## src/rtl/mul_pkg.sv

```systemverilog
// Shared types for the multiply issue path: RV32M-style op encoding, request
// record and the op-to-array-control decode helpers.
package mul_pkg;

  localparam int MUL_XLEN  = 8;
  localparam int MUL_TAG_W = 4;

  typedef enum logic [1:0] {
    MUL_OP_MUL    = 2'b00,
    MUL_OP_MULH   = 2'b01,
    MUL_OP_MULHSU = 2'b10,
    MUL_OP_MULHU  = 2'b11
  } mul_op_e;

  typedef struct packed {
    mul_op_e                op;
    logic [MUL_XLEN-1:0]    srca;
    logic [MUL_XLEN-1:0]    srcb;
    logic [MUL_TAG_W-1:0]   tag;
  } mul_req_t;

  function automatic logic op_is_high(input mul_op_e op);
    return op != MUL_OP_MUL;
  endfunction

  // MULHSU runs the array unsigned and is repaired afterwards; MUL ignores sign.
  function automatic logic op_is_signed(input mul_op_e op);
    return op == MUL_OP_MULH;
  endfunction

endpackage

```

## src/rtl/mul_hsu_fix.sv

```systemverilog
// MULHSU repair: the array computes the unsigned high half, so subtract srcb
// when srca is negative to obtain the signed x unsigned high half.
module mul_hsu_fix #(
  parameter int WIDTH = 8
) (
  input  logic             i_is_hsu,
  input  logic             i_srca_msb,
  input  logic [WIDTH-1:0] i_srcb,
  input  logic [WIDTH-1:0] i_result,
  output logic [WIDTH-1:0] o_result
);

  assign o_result = (i_is_hsu && i_srca_msb) ? (i_result - i_srcb) : i_result;

endmodule

```

## src/rtl/mul_issue_stage.sv

```systemverilog
// Registered front-end for the external combinational array multiplier.
// Define MUL_ISSUE_OUT_REG_EN to add an s2 result register (2-cycle latency).
module mul_issue_stage
  import mul_pkg::*;
#(
  parameter int WIDTH = MUL_XLEN,
  parameter int TAG_W = MUL_TAG_W
) (
  input  logic             clk,
  input  logic             rst,
  input  logic             in_valid,
  output logic             in_ready,
  input  logic [1:0]       in_op,
  input  logic [WIDTH-1:0] in_srca,
  input  logic [WIDTH-1:0] in_srcb,
  input  logic [TAG_W-1:0] in_tag,
  input  logic             flush,
  output logic [WIDTH-1:0] mul_srca,
  output logic [WIDTH-1:0] mul_srcb,
  output logic             mul_is_mul,
  output logic             mul_is_high,
  output logic             mul_is_signed,
  input  logic [WIDTH-1:0] mul_result,
  output logic             out_valid,
  input  logic             out_ready,
  output logic [WIDTH-1:0] out_result,
  output logic [TAG_W-1:0] out_tag,
  output logic             busy
);

  // Handshake: a transfer occurs on a rising edge where valid and ready are
  // both high; valid never waits on ready, and flush cancels every transfer
  // on its edge (in_ready is held low, the output side is simply killed).

  logic             r_s1_valid;
  mul_op_e          r_s1_op;
  logic [WIDTH-1:0] r_s1_srca;
  logic [WIDTH-1:0] r_s1_srcb;
  logic [TAG_W-1:0] r_s1_tag;

  logic             w_s1_leave;
  logic             w_accept;
  logic             w_is_hsu;
  logic [WIDTH-1:0] w_corrected;

`ifdef MUL_ISSUE_OUT_REG_EN
  logic             r_s2_valid;
  logic [WIDTH-1:0] r_s2_result;
  logic [TAG_W-1:0] r_s2_tag;

  assign w_s1_leave = !r_s2_valid || out_ready;
`else
  assign w_s1_leave = out_ready;
`endif

  assign in_ready = !flush && (!r_s1_valid || w_s1_leave);
  assign w_accept = in_valid && in_ready;

  // Operands only move on accept, which keeps out_* stable under backpressure.
  always_ff @(posedge clk or posedge rst) begin
    if (rst) begin
      r_s1_valid <= 1'b0;
      r_s1_op    <= MUL_OP_MUL;
      r_s1_srca  <= '0;
      r_s1_srcb  <= '0;
      r_s1_tag   <= '0;
    end else begin
      if (flush) begin
        r_s1_valid <= 1'b0;
      end else if (w_accept) begin
        r_s1_valid <= 1'b1;
      end else if (w_s1_leave) begin
        r_s1_valid <= 1'b0;
      end
      if (w_accept) begin
        r_s1_op   <= mul_op_e'(in_op);
        r_s1_srca <= in_srca;
        r_s1_srcb <= in_srcb;
        r_s1_tag  <= in_tag;
      end
    end
  end

  assign mul_srca      = r_s1_srca;
  assign mul_srcb      = r_s1_srcb;
  assign mul_is_mul    = r_s1_valid;
  assign mul_is_high   = op_is_high(r_s1_op);
  assign mul_is_signed = op_is_signed(r_s1_op);

  assign w_is_hsu = (r_s1_op == MUL_OP_MULHSU);

  mul_hsu_fix #(
    .WIDTH (WIDTH)
  ) u_hsu_fix (
    .i_is_hsu   (w_is_hsu),
    .i_srca_msb (r_s1_srca[WIDTH-1]),
    .i_srcb     (r_s1_srcb),
    .i_result   (mul_result),
    .o_result   (w_corrected)
  );

`ifdef MUL_ISSUE_OUT_REG_EN
  always_ff @(posedge clk or posedge rst) begin
    if (rst) begin
      r_s2_valid  <= 1'b0;
      r_s2_result <= '0;
      r_s2_tag    <= '0;
    end else if (flush) begin
      r_s2_valid <= 1'b0;
    end else if (w_s1_leave) begin
      r_s2_valid <= r_s1_valid;
      if (r_s1_valid) begin
        r_s2_result <= w_corrected;
        r_s2_tag    <= r_s1_tag;
      end
    end
  end

  assign out_valid  = r_s2_valid;
  assign out_result = r_s2_result;
  assign out_tag    = r_s2_tag;
  assign busy       = r_s1_valid || r_s2_valid;
`else
  // Gate the result so an idle stage presents zero regardless of the array.
  assign out_valid  = r_s1_valid;
  assign out_result = r_s1_valid ? w_corrected : '0;
  assign out_tag    = r_s1_tag;
  assign busy       = r_s1_valid;
`endif

endmodule

```

## config.mk

```make
export PLATFORM = sky130hd
export DESIGN_NAME = mul_issue_stage
export DESIGN_NICKNAME = d
export VERILOG_FILES = /design/src/rtl/mul_pkg.sv /design/src/rtl/mul_hsu_fix.sv /design/src/rtl/mul_issue_stage.sv
export SDC_FILE = /design/constraint.sdc
export NUM_CORES = 1
export LEC_CHECK = 0
export CORE_ASPECT_RATIO = 1.25
export CORE_MARGIN = 3
export CORE_UTILIZATION = 41
export CTS_CLUSTER_SIZE = 28
export DETAILED_ROUTE_END_ITERATION = 12
export PLACE_DENSITY = 0.9
export SYNTH_ARGS = -nofsm -noshare
export SYNTH_HDL_FRONTEND = slang
export SYNTH_SLANG_ARGS = --single-unit
export TNS_END_PERCENT = 10
```

## constraint.sdc

```tcl
create_clock -name clk -period 2.15 [get_ports clk]
set_input_delay 0.215 -clock clk [delete_from_list [all_inputs] [get_ports clk]]
set_output_delay 0.215 -clock clk [all_outputs]
set_load 0.05 [all_outputs]
```

; Word-level counts from Yosys, hierarchy flattened
; Cells that the tools add are included.
[word_totals]
ff_bits = 23
out_inout_bits = 34
[op_classes]
n_addsub = 1
eq_ne = 2
n_mux = 5
reduce_logical = 8
[op_table]
columns = operator, count
row1 = $mux 8, 2
row2 = $sub 8x8->8, 1
row3 = $logic_and 1x1->1, 3
row4 = $mux 1, 3
row5 = $reduce_bool 3->1, 1
row6 = $eq 2x1->1 const B, 1
row7 = $eq 2x2->1 const B, 1
row8 = $logic_not 1->1, 2
row9 = $reduce_bool 2->1, 1
row10 = $logic_or 1x1->1, 1

; Longest topological paths before layout
; Gate-level depths: netlist of the first run.
[logic_depth]
word_depth = 6
depth_mapped = 9
ltp_nobuf = 9

; Cells and area by module
; A second synthesis of the first run with hierarchy kept.
[unflattened]
cells_unflattened = 132
hier_area_um2 = 1442.6
[by_module_without_submodules]
columns = mod, instances, cells_per_inst, area_per_inst_um2, seq_area_each_um2
row1 = mul_issue_stage, 1, 66, 991.0, 575.6
row2 = mul_hsu_fix, 1, 66, 451.7, 0.0

; Worst setup path after synthesis of the first run
; No wires, ideal clock.
[synth_timing]
path_kind = reg-to-output
startpoint = reg r_s1_srcb[0] (netlist: mul_srcb[0])
endpoint = out out_result[6]
arrival_ns = 3.640
required_time_ns = 1.935
path_slack_ns = -1.705
path_stages_with_launch = 8
n_path_buf = 0
cell_sequence = dfrtp_1 -> ha_1 -> inv_1 -> fa_1 -> a21o_1 -> a21oi_1 -> o21ai_0 -> o311ai_0
[synth_between]
elab_chain_len = 3
[synth_rtl]
columns = element, line
row1 = "start, declared", mul_issue_stage.sv:38  ; logic [WIDTH-1:0] r_s1_srcb;
row2 = "start signal, assigned", mul_issue_stage.sv:78  ; r_s1_srcb <= in_srcb;
row3 = $sub 8x8->8, mul_hsu_fix.sv:13  ; assign o_result = (i_is_hsu && i_srca_msb) ? (i_result - i_srcb) : i_result;
row4 = $mux 8, mul_hsu_fix.sv:13
row5 = $mux 8, mul_issue_stage.sv:126  ; assign out_result = r_s1_valid ? w_corrected : '0;
row6 = "end, declared", mul_issue_stage.sv:26  ; output logic [WIDTH-1:0] out_result,
; No other way between the ends.

; Worst setup path after layout of the first run
; Same ends and word-level chain as after synthesis.

==> impl_metrics.env, run 1 <==
export IMPL_status="complete, but fails checks"
export IMPL_violations="negative setup slack"
export IMPL_clock_sinks=23
export IMPL_tightest_slew_ps=876.3
export IMPL_fin_crit_ps=2317
export IMPL_multi_input_area_um2=980.9
export IMPL_power_density_nw_per_um2=790.9
export IMPL_power_mw=2.046
export IMPL_reg2reg_from="busy"
export IMPL_ys_types=40
export IMPL_slowest_delay_ps=400
export IMPL_crit_type="reg2out"
export IMPL_arrival_ps=2100
export IMPL_cp_data_required_time_ps=1930
export IMPL_synthToLayoutAreaGrowth_pct=72.11
export IMPL_grt_pass1_vias=1516
export IMPL_drt_iter0_drc=41
export IMPL_syn_inst=134
export IMPL_viasPerCell=5.490
export IMPL_drive_above_1_share_pct=42.99
export IMPL_yosysSeqAreaShare_pct=38.30
export IMPL_cp_start_kind="flop"
export IMPL_drtPass1Iterations=4
export IMPL_grt_antenna_before_repair=0
export IMPL_crit_start="mul_srcb[0]"
export IMPL_place_gp_congestion=0.7780
export IMPL_async_reset_ff_share_pct=100.0
export IMPL_cap_violations=0
export IMPL_crit_buf_inv=2
export IMPL_whs_ps=443.6
export IMPL_rows=23
export IMPL_setup_violations=5
export IMPL_htree_levels=1
export IMPL_layout_nets=258
export IMPL_final_cell_area_um2=2586
export IMPL_ant_nets=0
export IMPL_fmax_mhz=431.6
export IMPL_dpl_instance_area_um2=2454
export IMPL_relSlewSlack_pct=41.52
export IMPL_p_leak_nw=1.110
export IMPL_grt_max_degree=24
export IMPL_grt_usage_pct=22.02
export IMPL_synth_fp_nets=177
export IMPL_cpMaxStageDelayCell="dfrtp_2"
export IMPL_synth_ff_type="dfrtp_1"
export IMPL_numPortBuffers=68
export IMPL_drc=0
export IMPL_synth_edf_count=0
export IMPL_hold_path_class="in2async"
export IMPL_die_y_um=73.69
export IMPL_globalRouteOverflowTotal=0
export IMPL_worst_skew_pair_late_latency_ps=270
export IMPL_period_share_pct=107.8
export IMPL_syn_area_per_cell_um2=11.21
export IMPL_tns_ps=-651.8
export IMPL_ios=69
export IMPL_dieArea_um2=4432
export IMPL_seq_area_um2=584.3
export IMPL_syn_area_um2=1503
export IMPL_cts_made_buffers=3
export IMPL_routed_wl_um=4998
export IMPL_fin_worst_skew_ps=4.094
export IMPL_cts_tree="built"
export IMPL_coreArea_um2=3367
export IMPL_start_util_pct=44.63
export IMPL_critical_path_top_delay_family="compound AO/OA/AOI/OAI gates"
export IMPL_ctsHoldBuffers=0
export IMPL_dp_cells=241
export IMPL_num_fill_cells=170
export IMPL_cts_clk_slew_worst_paths_ps=90
export IMPL_finalMaxSlewViolations=0
export IMPL_grt_pass1_wl_um=7210
export IMPL_antenna_cells=0
export IMPL_cp_end_kind="output port"
export IMPL_hpwl_um=3536
export IMPL_ys_ff_latch=23
export IMPL_ys_warn_count=0
export IMPL_wl_per_cell_um=19.91
export IMPL_rsz0062_at_grt="yes"
export IMPL_path_max_fanout=2
export IMPL_layoutNonFillerInstCount=251
export IMPL_die_x_um=60.15
export IMPL_fin_ws_ps=-167.0
export IMPL_hold_viol=0
export IMPL_ir_worst_vdd_v=0.0006251
export IMPL_ctsLongestPathBuffers=2
export IMPL_ctsRootBufferMaster="clkbuf_8"
export IMPL_r2r_slack_ps=270
export IMPL_worstPathCellList="ha_4, inv_2, fa_2, a21o_1, a21oi_2, o21ai_2, nand4b_1, o311ai_4, buf_12"
export IMPL_num_vias=1378
area by class of cell:
class                   count  area share (%)
multi-input cells          90           37.93
repair buffers             84           34.01
flip-flops and latches     23           22.59
inverters                  13           1.887
well taps                  37           1.790
clock buffers               3           1.597
clock inverters             1          0.1935
state kept, by name, indices dropped and copies added, names as in the netlist:
| signal | count |
|---|---|
| out_tag | 4 |
| busy | 1 |
| mul_srca | 8 |
| r_s1_op | 2 |
| mul_srcb | 8 |
stage by stage:
stage	setup slack (ps)	util (%)
4_1_cts	-216.7	75.03
6_report	-167.0	76.81
3_5_place_dp	-330.0	72.87
3_3_place_gp	-286.3	72.87
2_1_floorplan	-139.4	-
5_1_grt	-252.7	76.81
per-layer routing:
metal | share of wire (%) | vias up | GRT usage [%]
li1 | - | 625 | -
met3 | 7.0 | 14 | 5.975
met4 | 3.4 | 0 | 8.867
met2 | 54 | 76 | 39.30
met1 | 36 | 663 | 23.98
met5 | 0 | - | 0
synth_stat cells (3+ instances only):
| cell type | instances | area [µm²] |
|---|---|---|
| nand3_1 | 5 | 25.02 |
| dfrtp_1 | 23 | 575.6 |
| mux2_2 | 3 | 33.78 |
| ha_1 | 7 | 87.58 |
| nor2_1 | 5 | 18.77 |
| o21ai_0 | 3 | 15.01 |
| mux2_4 | 20 | 300.3 |
| nand2_1 | 8 | 30.03 |
| nand2b_1 | 3 | 18.77 |
| buf_4 | 3 | 22.52 |
| a21oi_1 | 8 | 40.04 |
| inv_1 | 12 | 45.04 |
| a211oi_1 | 3 | 22.52 |
worst register-to-register path, stage by stage, from the launching register on:
cell and delay [ps]:
dfrtp_1 510, inv_2 270, nor2_4 90, nor2_4 100, and2_4 410, mux2_2 400
final timing paths:
path	endpoint	depth (start not counted)
hold / removal	mul_srcb[4]	2
min in group clk	mul_srca[2]	1
hold reg to reg	mul_srca[2]	1
setup / recovery	out_result[6]	9
setup reg to reg	mul_srca[7]	5
max in group asynchronous	mul_srcb[1]	2
what timing repair did:
item / in CTS / in global routing
buffers inserted: 3 / 3
resized for setup: 9 / 9
pin swaps: 7 / 12
cloned: 0 / 0
endpoints found under the setup margin: 6 / 6
kinds of logic (layout without fill, tap and decap cells):
| group | count (synthesis) | count (layout) | share of synthesized area, % |
|---|---|---|---|
| simple gates | 36 | 36 | 13.41 |
| xor+xnor | 2 | 2 | 1.166 |
| flops | 23 | 23 | 38.30 |
| fa+ha+maj | 8 | 8 | 7.160 |
| mux | 23 | 23 | 22.23 |
| buf+inv | 21 | 101 | 8.742 |
| compound gates | 21 | 21 | 8.993 |
where the power goes:
part	total (mW)	internal, mW	leakage (nW)	switching [mW]
logic	1.18	0.535	0.820	0.642
clock network	0.281	0.130	0.0255	0.152
registers	0.587	0.510	0.264	0.0766
total	2.05	1.17	1.11	0.871
cells in the final DEF, fill, tap and decap left out, types with 2 or more instances in the layout:
| cell | count |
|---|---|
| clkdlybuf4s50_1 | 54 |
| mux2_4 | 21 |
| buf_4 | 17 |
| dfrtp_1 | 16 |
| dlygate4sd2_1 | 3 |
| o21ai_2 | 2 |
| dlymetal6s2s_1 | 2 |
| inv_1 | 5 |
| xnor2_1 | 2 |
| nand2_1 | 7 |
| nor2_4 | 2 |
| a21oi_1 | 6 |
| dfrtp_2 | 7 |
| ha_4 | 6 |
| buf_12 | 8 |
| nand3_1 | 3 |
| nand3_2 | 2 |
| nor2_1 | 4 |
| clkbuf_8 | 3 |
| inv_2 | 8 |
| mux2_2 | 2 |
| nand2b_1 | 2 |
| and2_1 | 2 |
Note: power is estimated with default switching activity, not from simulation.
==> run 2: changes to the inputs <==
- CAP_MARGIN: unset -> 25
- SKIP_LAST_GASP: unset -> 1
==> impl_metrics.env, run 2 (same netlist as run 1, synthesis figures left out) <==
export IMPL_pwr_share_clk_pct=13.7
export IMPL_switchingPower_uw=867.9
export IMPL_dieArea_um2=4432
export IMPL_place_gp_congestion=0.7780
export IMPL_period_share_pct=108.6
export IMPL_crit_type="reg2out"
export IMPL_start_util_pct=44.63
export IMPL_numPortBuffers=68
export IMPL_drt_iter0_drc=55
export IMPL_hold_path_class="in2async"
export IMPL_fin_worst_skew_ps=3.610
export IMPL_layout_nets=259
export IMPL_fin_crit_ps=2336
export IMPL_tightest_slew_ps=864.0
export IMPL_ctsHoldBuffers=0
export IMPL_p_int_mw=1.177
export IMPL_hold_viol=0
export IMPL_cts_made_buffers=3
export IMPL_top_layer_used="met4"
export IMPL_grt_max_degree=24
export IMPL_ios=69
export IMPL_grt_antenna_before_repair=0
export IMPL_met3_length_um=327
export IMPL_cp_data_required_time_ps=1930
export IMPL_drc=0
export IMPL_cts_clk_slew_worst_paths_ps=90
export IMPL_critical_path_top_delay_family="compound AO/OA/AOI/OAI gates"
export IMPL_wl_met2_um=2686
export IMPL_ant_nets=0
export IMPL_hpwl_um=3536
export IMPL_die_x_um=60.15
export IMPL_fmax_mhz=428.1
export IMPL_antenna_cells=0
export IMPL_die_y_um=73.69
export IMPL_slowest_delay_ps=400
export IMPL_num_vias=1384
export IMPL_power_density_nw_per_um2=787.2
export IMPL_cts_tree="built"
export IMPL_status="complete, but fails checks"
export IMPL_ctsRootBufferMaster="clkbuf_8"
export IMPL_power_mw=2.045
export IMPL_worst_skew_pair_late_latency_ps=270
export IMPL_cpMaxStageDelayCell="dfrtp_2"
export IMPL_p_leak_nw=1.123
export IMPL_htree_levels=1
export IMPL_setup_violations=6
export IMPL_grt_pass1_vias=1523
export IMPL_cp_start_kind="flop"
export IMPL_drive_above_1_share_pct=42.79
export IMPL_globalRouteOverflowTotal=0
export IMPL_wl_met1_um=1798
export IMPL_fin_ws_ps=-185.8
export IMPL_violations="negative setup slack"
export IMPL_final_cell_mix="clkdlybuf4s50_1 (54), mux2_4 (21), buf_4 (18)"
export IMPL_post_route_util_pct=77.15
export IMPL_crit_buf_inv=2
export IMPL_relSlewSlack_pct=42.34
export IMPL_p_comb_share_pct=57.7
export IMPL_worstPathCellList="inv_2, ha_4, o21ai_2, a21oi_1, o21ai_0, nor3b_1, a311o_2, buf_12"
export IMPL_cap_violations=0
export IMPL_swShare_pct=42.44
export IMPL_ctsLongestPathBuffers=2
export IMPL_finalMaxSlewViolations=0
export IMPL_power_frac_seq_pct=28.6
export IMPL_grt_usage_pct=21.91
export IMPL_num_fill_cells=169
export IMPL_rows=23
export IMPL_wl_per_cell_um=19.66
export IMPL_drtPass1Iterations=4
export IMPL_routed_wl_um=4954
export IMPL_synthToLayoutAreaGrowth_pct=72.86
export IMPL_rsz0062_at_grt="yes"
export IMPL_viasPerCell=5.492
export IMPL_mostFrequentLayoutCell="clkdlybuf4s50_1"
export IMPL_ir_worst_vdd_v=0.0006225
export IMPL_path_max_fanout=3
export IMPL_coreArea_um2=3367
export IMPL_grt_pass1_wl_um=7189
export IMPL_arrival_ps=2120
export IMPL_cp_end_kind="output port"
export IMPL_clock_sinks=23
-- run 2: changes by cell type in the layout (fill, tap and decap cells not counted), sizes merged --
| cell | delta |
|---|---|
| buf | +1 |
| dlygate4sd2 | -1 |
| dlymetal6s2s | +1 |
-- run 2: layout make-up --
class,count,area [µm²],share of cell area (%)
multi-input combinational,90,980.9,37.76
tap,37,46.29,1.782
timing repair buffer,85,890.9,34.30
clock buffer,3,41.29,1.590
sequential,23,584.3,22.50
clock inverter,1,5.005,0.1927
inverter,13,48.80,1.879
-- run 2: layer usage --
metal | track usage, % | vias up
met5 | 0 | -
met4 | 8.867 | 0
met3 | 5.975 | 12
met2 | 39.42 | 73
met1 | 23.54 | 675
li1 | - | 624
-- run 2: path summary, 6_finish.rpt --
| check | from | endpoint | slack [ps] | cells after the start |
|---|---|---|---|---|
| worst max-delay path | mul_srcb[3] | out_result[5] | -190 | 8 |
| worst min-delay path | rst | mul_srcb[4] | 440 | 2 |
| worst max register to register | busy | mul_srca[7] | 270 | 5 |
| worst min register to register | mul_srca[2] | mul_srca[2] | 530 | 1 |
| max in group asynchronous | rst | mul_srcb[1] | 1120 | 2 |
| min in group clk | mul_srca[2] | mul_srca[2] | 530 | 1 |
-- run 2: through the flow --
step	hold slack [ps]	TNS (ps)	instance area [µm²]	std cells	setup WS [ps]
after global routing	527.2	-1301	2597	252	-263.9
after floorplan	216.4	-504.6	1657	134	-139.4
after detailed placement	492.2	-1322	2454	241	-330.0
after global placement	497.0	-1081	2454	241	-286.3
after CTS	465.3	-888.9	2524	248	-216.7
final	439.7	-827.4	2597	252	-185.8
-- run 2: what timing repair did --
item / in CTS / in global routing
gates resized for setup: 6 / 10
setup buffers: 3 / 4
setup endpoints to repair: 6 / 6
pin swaps: 5 / 11
-- run 2: power groups by stage --
| stage | combinational (mW) | clock (mW) | sequential, mW |
|---|---|---|---|
| floorplan | 0.485 | 0 | 0.796 |
| global placement | 1.05 | 0 | 0.579 |
| detailed placement | 1.09 | 0 | 0.586 |
| CTS | 1.11 | 0.271 | 0.578 |
| global route | 1.24 | 0.297 | 0.594 |
| finish | 1.18 | 0.280 | 0.586 |
